==> config.mk <==
export PLATFORM = sky130hd
export DESIGN_NAME = mssd_tx_scheduler
export DESIGN_NICKNAME = d
export VERILOG_FILES = /design/src/rtl/mssd_tx_scheduler.sv
export SDC_FILE = /design/constraint.sdc
export NUM_CORES = 1
export LEC_CHECK = 0
export ABC_CLOCK_PERIOD_IN_PS = 6200
export CORE_ASPECT_RATIO = 1.25
export CORE_MARGIN = 2
export CORE_UTILIZATION = 54
export DETAILED_ROUTE_END_ITERATION = 10
export GPL_ROUTABILITY_DRIVEN = 0
export MAX_ROUTING_LAYER = met4
export PLACE_DENSITY_LB_ADDON = 0.08
export SETUP_SLACK_MARGIN = 0.1
export SLEW_MARGIN = 5
export SYNTH_ARGS = -nofsm -noshare
export SYNTH_HDL_FRONTEND = slang
export SYNTH_SLANG_ARGS = --single-unit
==> constraint.sdc <==
create_clock -name clock -period 6.2 [get_ports clock]
set_clock_uncertainty 0.15 [all_clocks]
set_input_delay 1.24 -clock clock [delete_from_list [all_inputs] [get_ports clock]]
set_output_delay 1.24 -clock clock [all_outputs]
set_load 0.005 [all_outputs]
==> src/rtl/mssd_tx_scheduler.sv <==
// Four-requester round-robin serial frame scheduler: start bit, 6-bit
// {len,dest} header MSB first, 8*len payload bits pulled from the winner, idle gap.
module mssd_tx_scheduler #(
    parameter int GAP_CYCLES = 1
) (
    input  logic        clock,
    input  logic        reset,
    input  logic [3:0]  req,
    input  logic [15:0] len,
    input  logic [7:0]  dest,
    input  logic [3:0]  payBit,
    output logic        serOut,
    output logic [3:0]  grant,
    output logic [3:0]  bitTake,
    output logic        done,
    output logic        lenErr,
    output logic [2:0]  state_dbg
);

    typedef enum logic [2:0] {
        IDLE  = 3'd0,
        START = 3'd1,
        HDR   = 3'd2,
        PAY   = 3'd3,
        GAP   = 3'd4
    } state_t;

    state_t     state, state_n;
    logic [1:0] rr;
    logic [1:0] win_idx;
    logic [3:0] len_l;
    logic [5:0] hdr_sh;
    logic [2:0] hdr_cnt;
    logic [6:0] pay_cnt;
    logic [3:0] gap_cnt;

    logic [3:0] eligible;
    logic [3:0] zero_len;
    logic       found;
    logic [1:0] pick;
    logic [1:0] cand;
    logic [3:0] len_sel;
    logic [1:0] dest_sel;

    always_comb begin
        for (int i = 0; i < 4; i++) begin
            eligible[i] = req[i] & (|len[4*i +: 4]);
            zero_len[i] = req[i] & ~(|len[4*i +: 4]);
        end
    end

    // Search starts at rr and wraps; the first eligible requester wins.
    always_comb begin
        found = 1'b0;
        pick  = rr;
        cand  = rr;
        for (int k = 0; k < 4; k++) begin
            cand = rr + 2'(k);
            if (!found && eligible[cand]) begin
                found = 1'b1;
                pick  = cand;
            end
        end
    end

    assign len_sel  = len[{pick, 2'b00} +: 4];
    assign dest_sel = dest[{pick, 1'b0} +: 2];

    always_comb begin
        state_n = state;
        case (state)
            IDLE:    if (found) state_n = START;
            START:   state_n = HDR;
            HDR:     if (hdr_cnt == 3'd5) state_n = PAY;
            PAY:     if (pay_cnt == 7'd1) state_n = GAP;
            GAP:     if (gap_cnt == 4'd1) state_n = IDLE;
            default: state_n = IDLE;
        endcase
    end

    always_comb begin
        serOut  = 1'b1;
        bitTake = 4'b0000;
        done    = 1'b0;
        case (state)
            START: serOut = 1'b0;
            HDR:   serOut = hdr_sh[5];
            PAY: begin
                serOut  = payBit[win_idx];
                bitTake = grant;
            end
            GAP:   done = (gap_cnt == 4'd1);
            default: ;
        endcase
    end

    assign state_dbg = state;

    always_ff @(posedge clock) begin
        if (reset) begin
            state   <= IDLE;
            grant   <= 4'b0000;
            lenErr  <= 1'b0;
            rr      <= 2'd0;
            win_idx <= 2'd0;
            len_l   <= 4'd0;
            hdr_sh  <= 6'd0;
            hdr_cnt <= 3'd0;
            pay_cnt <= 7'd0;
            gap_cnt <= 4'd0;
        end else begin
            state  <= state_n;
            lenErr <= lenErr | (|zero_len);
            case (state)
                IDLE: begin
                    // Everything the frame needs is captured here, so later
                    // changes on req/len/dest cannot disturb it.
                    if (found) begin
                        grant   <= 4'b0001 << pick;
                        win_idx <= pick;
                        len_l   <= len_sel;
                        hdr_sh  <= {len_sel, dest_sel};
                        hdr_cnt <= 3'd0;
                    end
                end
                HDR: begin
                    hdr_sh  <= hdr_sh << 1;
                    hdr_cnt <= hdr_cnt + 3'd1;
                    if (hdr_cnt == 3'd5) pay_cnt <= {len_l, 3'b000};
                end
                PAY: begin
                    pay_cnt <= pay_cnt - 7'd1;
                    if (pay_cnt == 7'd1) gap_cnt <= 4'(GAP_CYCLES);
                end
                GAP: begin
                    gap_cnt <= gap_cnt - 4'd1;
                    if (gap_cnt == 4'd1) begin
                        grant <= 4'b0000;
                        rr    <= win_idx + 2'd1;
                    end
                end
                default: ;
            endcase
        end
    end

endmodule

Word level (Yosys, flattened, before mapping)

Index checks and enable logic that the tools add are counted.

Register bits after elaboration: 36
Input bits: 34
Output and inout bits: 14
Word-level logic and storage cells: 108

$add $sub $neg: 7
Magnitude comparators: 5
Equality and inequality tests: 11
Shift operators: 3
Mux-type cells: 36
Bitwise logic cells: 13
Reductions and logical operators: 23

Operators by type and width:

| cell                                                        | number |
|---|---|
| OR reduction 4 bit                                          | 5 |
| 2-to-1 mux 4 bit                                            | 4 |
| one-hot mux 4 bit (2 select lines)                          | 2 |
| indexed part select 16 x 5 -> 4 bit                         | 1 |
| less-than comparator 2 x 3 -> 1 bit (second input constant) | 5 |
| 2-to-1 mux 3 bit                                            | 5 |
| one-hot mux 3 bit (5 select lines)                          | 1 |
| one-hot mux 7 bit (2 select lines)                          | 1 |
| one-hot mux 6 bit (2 select lines)                          | 1 |
| binary-select mux 1 bit (select 2 bit)                      | 5 |
| 2-to-1 mux 1 bit                                            | 10 |
| AND reduction 2 bit                                         | 5 |
| bitwise AND 1 bit                                           | 8 |
| inequality test 2 bit (second input constant)               | 4 |
| nonzero test 2 bit                                          | 4 |
| indexed part select 8 x 4 -> 2 bit                          | 1 |
| == test 7 x 1 -> 1 bit (second input constant)              | 1 |
| 2-to-1 mux 7 bit                                            | 1 |
| subtractor 7 x 1 -> 7 bit (second input constant)           | 1 |
| == test 3 x 2 -> 1 bit (second input constant)              | 2 |
| == test 3 bit (second input constant)                       | 2 |
| 2-to-1 mux 2 bit                                            | 3 |
| 2-to-1 mux 6 bit                                            | 1 |
| one-hot mux 3 bit (2 select lines)                          | 1 |
| 15 further kinds                                            | 24 |

Longest topological paths before layout

Gate-level depths: netlist of run 1.

Word-level depth: 17
Mapped depth: 8
Depth with buffers taken out: 7

Worst setup path before layout of run 1

No wires, ideal clock.

Path kind: input to output
Start: in payBit[3]
End: out serOut
Arrival: 2.104 ns
Required time: 4.810 ns
Path slack: 2.706 ns
Stages on the path: 4
Path buffers: 0
Cells stage by stage: mux4_2 > nand2_1 > a22oi_1 > or2_2

Cells in the longest elaborated chain, start to end: 3

RTL lines:

| element                                | line | text |
|---|---|---|
| start, declared                        | 11   | `input logic [3:0] payBit,` |
| binary-select mux 1 bit (select 2 bit) | 89   | `serOut = payBit[win_idx];` |
| 2-to-1 mux 1 bit (implied by the code) | 89   |  |
| one-hot mux 1 bit (3 select lines)     | 85   | `case (state)` |
| end, declared                          | 12   | `output logic serOut,` |

No other way between the ends. The select of a mux whose other input is x is not followed.

Final worst setup path of run 1

Same ends and word-level chain as after synthesis.

==> metrics.md, run 1 <==
| Metric | Value |
|---|---|
| Ranking of synthesized cells by area | `dfxtp_1 35%, nor2_1 7.4%, mux2i_1 5.8%` |
| Fillers | `321` |
| Crit path DAT | `3.01 ns` |
| Fmax | `227 MHz` |
| Hold buffers post-CTS | `0` |
| Top-count cell post-synth | `nor2_1` |
| Total number of yosys warnings | `0` |
| Number of buffers created by CTS | `5` |
| Iter 0 DRT Violations | `155` |
| DP Cell Count | `329` |
| # diodes | `0` |
| EDFF count, synth | `0` |
| GRT overflow | `0` |
| Hold Fails Final Rpt | `0` |
| Largest area contributor in the netlist | `dfxtp_1` |
| RSZ-0062 raised after global routing | `false` |
| Cells after Synth | `250` |
| WS Path Type | `in2out` |
| Clock tree from TritonCTS | `yes` |
| Crit-path slowest cell | `mux4_2` |
| Row count | `25` |
| Vias in the first global route | `1923` |
| Routed wire length | `4890 µm` |
| Clock Root Buffer | `clkbuf_8` |
| Max-Cap Viols | `0` |
| Syn Area/Cell | `8.34 µm²` |
| Worst setup EP type | `output port` |
| Area of the core | `3750 µm²` |
| Startpoint types | `primary input` |
| Die W | `59.6 µm` |
| Clock Sink Count | `36` |
| Synthesis-stage register bit count | `36` |
| IO Port Bufs | `47` |
| First-pass DRT Iterations | `4` |
| Starting Density | `0.556` |
| FF-to-FF setup slack | `3.92 ns` |
| Die area | `4380 µm²` |
| Power per cell area | `221 nW/µm²` |
| Top delay family on crit path | `buffers and inverters` |
| CP max FO | `1` |
| CP Cell Sequence | `clkdlybuf4s50_1, mux4_2, nand2_1, a22oi_1, or2_2, clkdlybuf4s50_1` |
| Top cells by count, synth | `41 x nor2_1, 36 x dfxtp_1, 18 x a21oi_1` |
| HPWL Detailed | `3710 µm` |
| WP data required | `4.81 ns` |
| Slew headroom | `0.372` |
| Syn_nets | `290` |
| Most used flip-flop cell after synthesis | `dfxtp_1` |
| Drt wl/cell | `14.6 µm` |
| Total Neg Setup Slack | `0 ns` |
| Initial antenna violation count | `0` |
| DRC | `0` |
| Worst-Margin Slew | `0.939 ns` |
| Setup ws final | `1.80 ns` |
| Synth async-reset ratio | `0` |
| Sequential-to-total area share from yosys stat | `0.346` |
| H-tree depth | `2` |
| First-pass GRT wire length | `8210 µm` |
| Post-cts sizing count | `0` |
| Final Setup Violations | `0` |
| Clock latency on the worst-skew pair | `0.28 ns` |
| Worst VDD drop | `89.5 µV` |
| Final period util | `0.709` |
| Largest stage delay on the critical path | `0.49 ns` |
| Mapped cell area | `2090 µm²` |
| HP Class | `reg2reg` |
| Buf/Inv on CP | `2` |
| Area Overhead vs Synth | `28.1%` |
| Final ANT Viol Nets | `0` |
| Layout cells sized above 1 | `0.0743` |
| CTS Buffer Depth | `2` |
| Status | `completed` |
| Pin count of the biggest net entering global routing | `35` |
| Via count | `2015` |
| Post-CTS setup repair buffer count | `0` |
| Cell repeated most along the worst path | `clkdlybuf4s50_1` |
| Clk pin slew, worst setup/hold paths | `0.07 ns` |
| Fin. max-slew vios | `0` |
| Period minus WS final | `4.40 ns` |
| Yosys top cell area share | `0.346` |
| I/O pin count | `48` |
| Die H | `73.5 µm` |
| Total GRT Usage | `0.246` |
| Cell leakage power | `0.999 nW` |
| Vias per cell | `6.00` |
| Setup WS pre-CTS | `1.80 ns` |
| Synth unique cells | `47` |
| Final net count | `336` |
| Finished Layout Cells | `336` |
-- routing by layer --
metal  GRT usage  share of wire  wire length (µm)  vias to the layer above
li1            -              -                 -                     1020
met1       0.281           0.43              2120                      941
met2       0.425           0.52              2540                       46
met3      0.0458          0.034               164                        8
met4      0.0889          0.014                70                        0
met5           -              0                 0                        -
-- flip-flops by register name, indices dropped and copies added, names as in the netlist --
signal / flops
pay_cnt: 7
len_l: 4
win_idx: 2
gap_cnt: 4
hdr_cnt: 3
grant: 4
rr: 2
state_dbg: 3
lenErr: 1
hdr_sh: 6
-- where the power goes --
| group | internal [mW] | total, mW | switching [mW] |
|---|---|---|---|
| sequential | 0.251 | 0.267 | 0.0164 |
| combinational | 0.0720 | 0.143 | 0.0709 |
| clock | 0.0990 | 0.181 | 0.0815 |
| total | 0.422 | 0.591 | 0.169 |
-- per-stage QoR --
stage | util | hold WS, ns | power [mW] | cell area, µm²
CTS | 0.712 | 0.309 | 0.594 | 2670
global placement | 0.686 | 0.288 | 0.412 | 2570
global route | 0.712 | 0.317 | 0.621 | 2670
finish | 0.712 | 0.305 | 0.591 | 2670
detailed placement | 0.686 | 0.292 | 0.415 | 2570
floorplan | - | 0.276 | 0.357 | 2090
-- placed cells by master (no fill, tap or decap), types with 2 or more instances in the layout --
master	instances
a2111oi_0	2
a21oi_1	18
a22oi_1	6
a31oi_1	6
and3_1	6
nor3_1	9
o22ai_1	7
o21bai_1	4
o41a_1	2
inv_1	9
clkdlybuf4s50_1	47
a31o_1	2
nor2_1	41
o41ai_2	2
a211oi_1	2
nor2b_1	2
mux2i_1	12
ha_1	6
buf_4	2
and2_1	5
o41ai_1	2
xor2_1	3
o21ai_1	2
nor4_1	9
or2_2	2
nand3_1	11
nand2_1	14
clkbuf_8	7
a21o_1	3
dfxtp_1	36
-- final cells by class --
type	instances	area [µm²]	share of cell area
Timing Repair Buffer	49	485	0.182
Sequential cell	36	721	0.270
Tap cell	40	50.0	0.0187
Inverter	9	33.8	0.0126
Multi-Input combinational cell	195	1280	0.481
Clock buffer	7	96.3	0.0361
-- kinds of logic after synthesis --
group | count (synthesis) | share of synthesized area
compound gates | 70 | 0.262
xor+xnor | 3 | 0.0126
fa+ha+maj | 6 | 0.0360
buf+inv | 19 | 0.0384
flops | 36 | 0.346
mux | 14 | 0.0738
simple gates | 102 | 0.232
-- final timing paths --
path                   from         to  depth (start not counted)
setup / recovery  payBit[3]     serOut                          6
hold reg to reg    len_l[3]   len_l[3]                          1
setup reg to reg      rr[1]  hdr_sh[1]                          6
hold / removal     len_l[3]   len_l[3]                          1
(Power assumes the default switching activity.)
==> inputs of run 2 (changes only) <==
ABC_CLOCK_PERIOD_IN_PS = 3550   (was 6200)
CORE_UTILIZATION = 45   (was 54)
clock period = 3.55 ns   (was 6.2 ns; I/O delays follow)
==> run 2 against run 1 <==
Effect of this change:
- cell count up 7.1%
- global-route usage down 3.0 points
- worst hold slack about the same
- via count down 0.35%
- die area up 19%
- utilization down 8.8 points
- largest cell class unchanged
==> metrics.md, run 2 (same netlist as run 1, synthesis figures left out) <==
| Metric | Value |
|---|---|
| Most common cell after layout, fill and taps aside | `clkdlybuf4s50_1` |
| H-tree depth | `2 (unchanged)` |
| Metal3 WL | `133 µm (-19%)` |
| GRT overflow | `0 (unchanged)` |
| WS Path Type | `in2out` |
| Die W | `64.9 µm (+8.9%)` |
| Hold Fails Final Rpt | `0 (unchanged)` |
| RSZ-0062 raised after global routing | `false` |
| Clock latency on the worst-skew pair | `0.29 ns (about the same)` |
| Highest routing layer actually used | `met4` |
| Regs by FF count | `pay_cnt (7), hdr_sh (6)` |
| Initial antenna violation count | `0 (unchanged)` |
| Crit-path slowest cell | `mux4_2` |
| Finished Layout Cells | `360 (+7.1%)` |
| Wire length on met2 | `2610 µm (+2.9%)` |
| Final Util | `0.624 (-0.0877)` |
| Clock tree from TritonCTS | `yes` |
| Vias in the first global route | `1940 (+0.88%)` |
| Cell leakage power | `1.04 nW (+3.9%)` |
| Vias per cell | `5.58 (-7.0%)` |
| Final Setup Violations | `0 (unchanged)` |
| Iter 0 DRT Violations | `131 (-15%)` |
| CP Cell Sequence | `clkdlybuf4s50_1, mux4_2, nand2_1, a22oi_1, or2_2, clkdlybuf4s50_1` |
| Area Overhead vs Synth | `32.4%` |
| Most flops, register | `pay_cnt` |
| # diodes | `0 (unchanged)` |
| WP data required | `2.69 ns (-2.12 ns)` |
| Clock Root Buffer | `clkbuf_8` |
| I/O pin count | `48 (unchanged)` |
| Pin count of the biggest net entering global routing | `34 (-2.9%)` |
| Clk pin slew, worst setup/hold paths | `0.07 ns (about the same)` |
| Worst-Margin Slew | `0.608 ns (-0.332 ns)` |
| Buf/Inv on CP | `2 (unchanged)` |
| Row count | `27 (+8.0%)` |
| Total GRT Usage | `0.216 (-0.0303)` |
| Fmax | `297 MHz` |
| Cell repeated most along the worst path | `clkdlybuf4s50_1` |
| Fin. max-slew vios | `0 (unchanged)` |
| Hold buffers post-CTS | `0 (unchanged)` |
| Layout cells sized above 1 | `0.0927 (+0.0184)` |
| Routed wire length | `5060 µm (+3.4%)` |
| Post-cts sizing count | `0 (unchanged)` |
| Crit path DAT | `2.50 ns (-0.51 ns)` |
| Drt wl/cell | `14.0 µm (-3.5%)` |
| Die H | `80.1 µm (+9.0%)` |
| Max-Cap Viols | `0 (unchanged)` |
| CTS Buffer Depth | `2 (unchanged)` |
| Leading cell types in the layout, fill and taps excluded | `47 x clkdlybuf4s50_1, 41 x nor2_1, 36 x dfxtp_1` |
| DP Cell Count | `352 (+7.0%)` |
| Final net count | `341 (+1.5%)` |
| Starting Density | `0.471 (-0.0844)` |
| CP max FO | `1 (unchanged)` |
| Power per cell area | `404 nW/µm² (+83%)` |
| IO Port Bufs | `47 (unchanged)` |
| Clock Sink Count | `36 (unchanged)` |
| Total Neg Setup Slack | `0 ns (unchanged)` |
| HP Class | `reg2reg` |
| First-pass DRT Iterations | `4 (unchanged)` |
| First-pass GRT wire length | `8500 µm (+3.5%)` |
| Max FFs per register | `7 (unchanged)` |
| Number of buffers created by CTS | `5 (unchanged)` |
| Period minus WS final | `3.36 ns` |
| Largest stage delay on the critical path | `0.47 ns (-0.02 ns)` |
| DRC | `0 (unchanged)` |
| Metal-1 WL | `2220 µm (+5.0%)` |
| Startpoint types | `primary input` |
| Final ANT Viol Nets | `0 (unchanged)` |
| Status | `completed` |
| Die area | `5200 µm² (+19%)` |
| Worst VDD drop | `264 µV (+200%)` |
| Via count | `2008 (-0.35%)` |
| Area of the core | `4430 µm² (+18%)` |
| Final period util | `0.947` |
| Post-CTS setup repair buffer count | `0 (unchanged)` |
| Top delay family on crit path | `buffers and inverters` |
| Worst setup EP type | `output port` |
| HPWL Detailed | `3900 µm (+5.1%)` |
| Slew headroom | `0.593 (+0.221)` |
-- run 2: area by class of cell --
cell class                 instances  area, µm²
tap                               58       72.6
sequential                        36        721
inverter                           9       33.8
timing repair buffer              54        523
clock inverter                     1       30.0
fill                             412       1660
multi-input combinational        195       1280
clock buffer                       7       96.3
-- run 2: worst paths after layout --
kind	startpoint	to	slack (ns)	depth (start not counted)
min reg2reg	len_l[3]	len_l[3]	0.30	1
max reg2reg	state_dbg[1]	pay_cnt[6]	1.44	4
max	payBit[2]	serOut	0.19	6
min	len_l[3]	len_l[3]	0.30	1
-- run 2: worst register-to-register path, cell delays in order (launching register included) --
cell and delay [ns]:
dfxtp_1 0.49, nor3b_2 0.59, and3_1 0.36, nor3_1 0.07, a2111oi_0 0.34
-- run 2: per-stage QoR --
stage / power (mW) / instance area, µm² / hold slack, ns / setup slack [ns]
3_3_place_gp: 0.728 / 2640 / 0.293 / 0.222
5_1_grt: 1.18 / 2760 / 0.335 / 0.119
4_1_cts: 1.13 / 2760 / 0.310 / 0.188
3_5_place_dp: 0.731 / 2640 / 0.292 / 0.216
2_1_floorplan: 0.623 / 2090 / 0.276 / 0.921
6_report: 1.11 / 2760 / 0.304 / 0.189
-- run 2: routing by layer --
metal	vias to the layer above	track usage
met5	-	-
met4	0	0.0702
met3	9	0.0434
met2	34	0.381
met1	925	0.243
li1	1040	-
-- run 2: power by group --
group	total (mW)	internal [mW]	switching, mW
clock network	0.393	0.248	0.145
logic	0.255	0.130	0.125
registers	0.467	0.438	0.0290
total	1.11	0.815	0.299
==> inputs of run 3 (changes only) <==
RECOVER_POWER = 25   (was not set)
==> run 3 against run 2 <==
Effect of this change:
- the flow now finishes with violations (capacitance limit, slew limit)
- register-to-register slack lost 0.02 ns
- critical path depth is the same
- sequential share of layout area is essentially flat
- worst hold slack is essentially flat
- cell count is the same
- cell area shrank 0.14%
- wire length is essentially flat
- first-iteration DRC count grew 8.4%
- via count is essentially flat
- die area is the same
- critical endpoint unchanged
- largest power group unchanged
- highest routed layer unchanged
==> metrics.md, run 3 (same netlist as run 1, synthesis figures left out) <==
| Metric | Value |
|---|---|
| Status | `finished, violations left` |
| Failing checks | `capacitance limit, slew limit` |
| Initial antenna violation count | `0 (unchanged)` |
| Routed wire length | `5060 µm (about the same)` |
| RSZ-0062 raised after global routing | `false` |
| Slew headroom | `-0.0326 (-0.626)` |
| Final net count | `341 (unchanged)` |
| Total GRT Usage | `0.216 (unchanged)` |
| First-pass DRT Iterations | `4 (unchanged)` |
| Cell repeated most along the worst path | `clkdlybuf4s50_1` |
| Row count | `27 (unchanged)` |
| Die W | `64.9 µm (unchanged)` |
| HP Class | `reg2reg` |
| Vias in the first global route | `1940 (unchanged)` |
| Iter 0 DRT Violations | `142 (+8.4%)` |
| WP data required | `2.69 ns (about the same)` |
| M2 GR Usage | `0.381 (unchanged)` |
| Hold buffers post-CTS | `0 (unchanged)` |
| I/O pin count | `48 (unchanged)` |
| Setup ws final | `0.188 ns (-0.000241 ns)` |
| Drt wl/cell | `14.1 µm (about the same)` |
| Max FFs per register | `7 (unchanged)` |
| Int Power | `0.814 mW (-0.13%)` |
| Post-cts sizing count | `0 (unchanged)` |
| Startpoint types | `primary input` |
| Multi-input logic area | `1280 µm² (unchanged)` |
| Layout cells sized above 1 | `0.0894 (-0.00331)` |
| Max-Cap Viols | `1 (+1)` |
| Final ANT Viol Nets | `0 (unchanged)` |
| Clock tree from TritonCTS | `yes` |
| WS Path Type | `in2out` |
| Crit-path slowest cell | `mux4_2` |
| Part of the power in registers | `0.419 (about the same)` |
| Power per cell area | `404 nW/µm² (about the same)` |
| Worst-Margin Slew | `1.55 ns (+0.941 ns)` |
| Hold Fails Final Rpt | `0 (unchanged)` |
| Via count | `2009 (+0.050%)` |
| M1 GR Usage | `0.243 (unchanged)` |
| Min-delay src | `len_l[3]` |
| Hold Crit Depth | `1 (unchanged)` |
| CP max FO | `1 (unchanged)` |
| Fin. max-slew vios | `34 (+34)` |
| Die area | `5200 µm² (unchanged)` |
| Most flops, register | `pay_cnt` |
| Setup WS pre-CTS | `0.216 ns (unchanged)` |
| Clk pin slew, worst setup/hold paths | `0.07 ns (about the same)` |
| CTS Buffer Depth | `2 (unchanged)` |
| DP Cell Count | `352 (unchanged)` |
| Register Area | `721 µm² (unchanged)` |
| Leading cell types in the layout, fill and taps excluded | `44 x clkdlybuf4s50_1, 41 x nor2_1, 36 x dfxtp_1` |
| Number of buffers created by CTS | `5 (unchanged)` |
| Top delay family on crit path | `buffers and inverters` |
| FF-to-FF End | `pay_cnt[6]` |
| Fillers | `414 (+0.49%)` |
| Fmax | `297 MHz (about the same)` |
| Met3 Use GR | `0.0434 (unchanged)` |
| Buf/Inv on CP | `2 (unchanged)` |
| Finished Layout Cells | `360 (unchanged)` |
| # diodes | `0 (unchanged)` |
| H-tree depth | `2 (unchanged)` |
| R2R cell count | `4 (unchanged)` |
| Total Neg Setup Slack | `0 ns (unchanged)` |
| Pin count of the biggest net entering global routing | `34 (unchanged)` |
| Worst VDD drop | `264 µV (about the same)` |
| DRC | `0 (unchanged)` |
| Largest stage delay on the critical path | `0.47 ns (about the same)` |
| Most common cell after layout, fill and taps aside | `clkdlybuf4s50_1` |
| Most Crowded Layer GR | `met2` |
| Crit path DAT | `2.50 ns (about the same)` |
| Final period util | `0.947 (about the same)` |
| Die H | `80.1 µm (unchanged)` |
| Net Sw Frac | `0.269 (+0.000518)` |
| Hold Path Sink | `len_l[3]` |
| HPWL Detailed | `3900 µm (unchanged)` |
| Area Overhead vs Synth | `32.2%` |
| Final Setup Violations | `0 (unchanged)` |
| Area of the core | `4430 µm² (unchanged)` |
| FF-to-FF setup slack | `1.42 ns (-0.02 ns)` |
| Post-CTS setup repair buffer count | `0 (unchanged)` |
| Clock network power share | `0.353 (about the same)` |
| CP Cell Sequence | `clkdlybuf4s50_1, mux4_2, nand2_1, a22oi_1, or2_2, clkdlybuf4s50_1` |
| IO Port Bufs | `47 (unchanged)` |
| Worst setup EP type | `output port` |
| Starting Density | `0.471 (unchanged)` |
| Vias per cell | `5.58 (about the same)` |
| Sw power | `0.300 mW (+0.14%)` |
| Clock Sink Count | `36 (unchanged)` |
| Cell leakage power | `1.04 nW (+0.27%)` |
| Clock Root Buffer | `clkbuf_8` |
| GRT overflow | `0 (unchanged)` |
| Period minus WS final | `3.36 ns (+0.000241 ns)` |
| Clock latency on the worst-skew pair | `0.29 ns (about the same)` |
| Comb pwr share | `0.228 (about the same)` |
| First-pass GRT wire length | `8500 µm (unchanged)` |
| Regs by FF count | `pay_cnt (7), hdr_sh (6)` |
| Worst r2r src | `state_dbg[1]` |
[run 3: power groups by stage]
| stage | Sequential (mW) | Combinational (mW) | Clock [mW] |
|---|---|---|---|
| 5_1_grt | 0.472 | 0.282 | 0.428 |
| 3_3_place_gp | 0.475 | 0.252 | 0 |
| 4_1_cts | 0.467 | 0.256 | 0.403 |
| 3_5_place_dp | 0.476 | 0.255 | 0 |
| 6_report | 0.467 | 0.254 | 0.393 |
| 2_1_floorplan | 0.465 | 0.159 | 0 |
[run 3: cell type report]
cell class	instances	share of cell area
Timing Repair Buffer	54	0.188
Sequential cell	36	0.261
Multi-Input combinational cell	195	0.466
Tap cell	58	0.0263
Inverter	9	0.0123
Clock inverter	1	0.0109
Clock buffer	7	0.0349
[run 3: worst max path at each step]
| stage | from | endpoint | slack [ns] | cells after the start |
|---|---|---|---|---|
| after floorplan | len[13] | hdr_sh[0] | 0.92 | 7 |
| after global placement | payBit[3] | serOut | 0.22 | 6 |
| after detailed placement | payBit[3] | serOut | 0.22 | 6 |
| after CTS | payBit[2] | serOut | 0.19 | 6 |
| after global routing | payBit[2] | serOut | 0.12 | 6 |
| final | payBit[2] | serOut | 0.19 | 6 |
[run 3: metal layers]
metal / up-vias / wire (µm)
li1: 1041 / -
met1: 922 / 2210
met2: 37 / 2600
met3: 9 / 162
met4: 0 / 89
met5: - / 0
[run 3: per-stage QoR]
| step | power [mW] | cell area, µm² | util | hold WS, ns |
|---|---|---|---|---|
| after detailed placement | 0.731 | 2640 | 0.595 | 0.292 |
| after CTS | 1.13 | 2760 | 0.624 | 0.310 |
| after floorplan | 0.623 | 2090 | - | 0.276 |
| after global placement | 0.728 | 2640 | 0.595 | 0.293 |
| after global routing | 1.18 | 2760 | 0.623 | 0.335 |
| final | 1.11 | 2760 | 0.623 | 0.304 |
[run 3: worst register-to-register path, cell delays in order (launching register included)]
cell and delay [ns]:
dfxtp_1 0.50, nor3b_2 0.58, and3_1 0.36, nor3_1 0.07, a2111oi_0 0.34
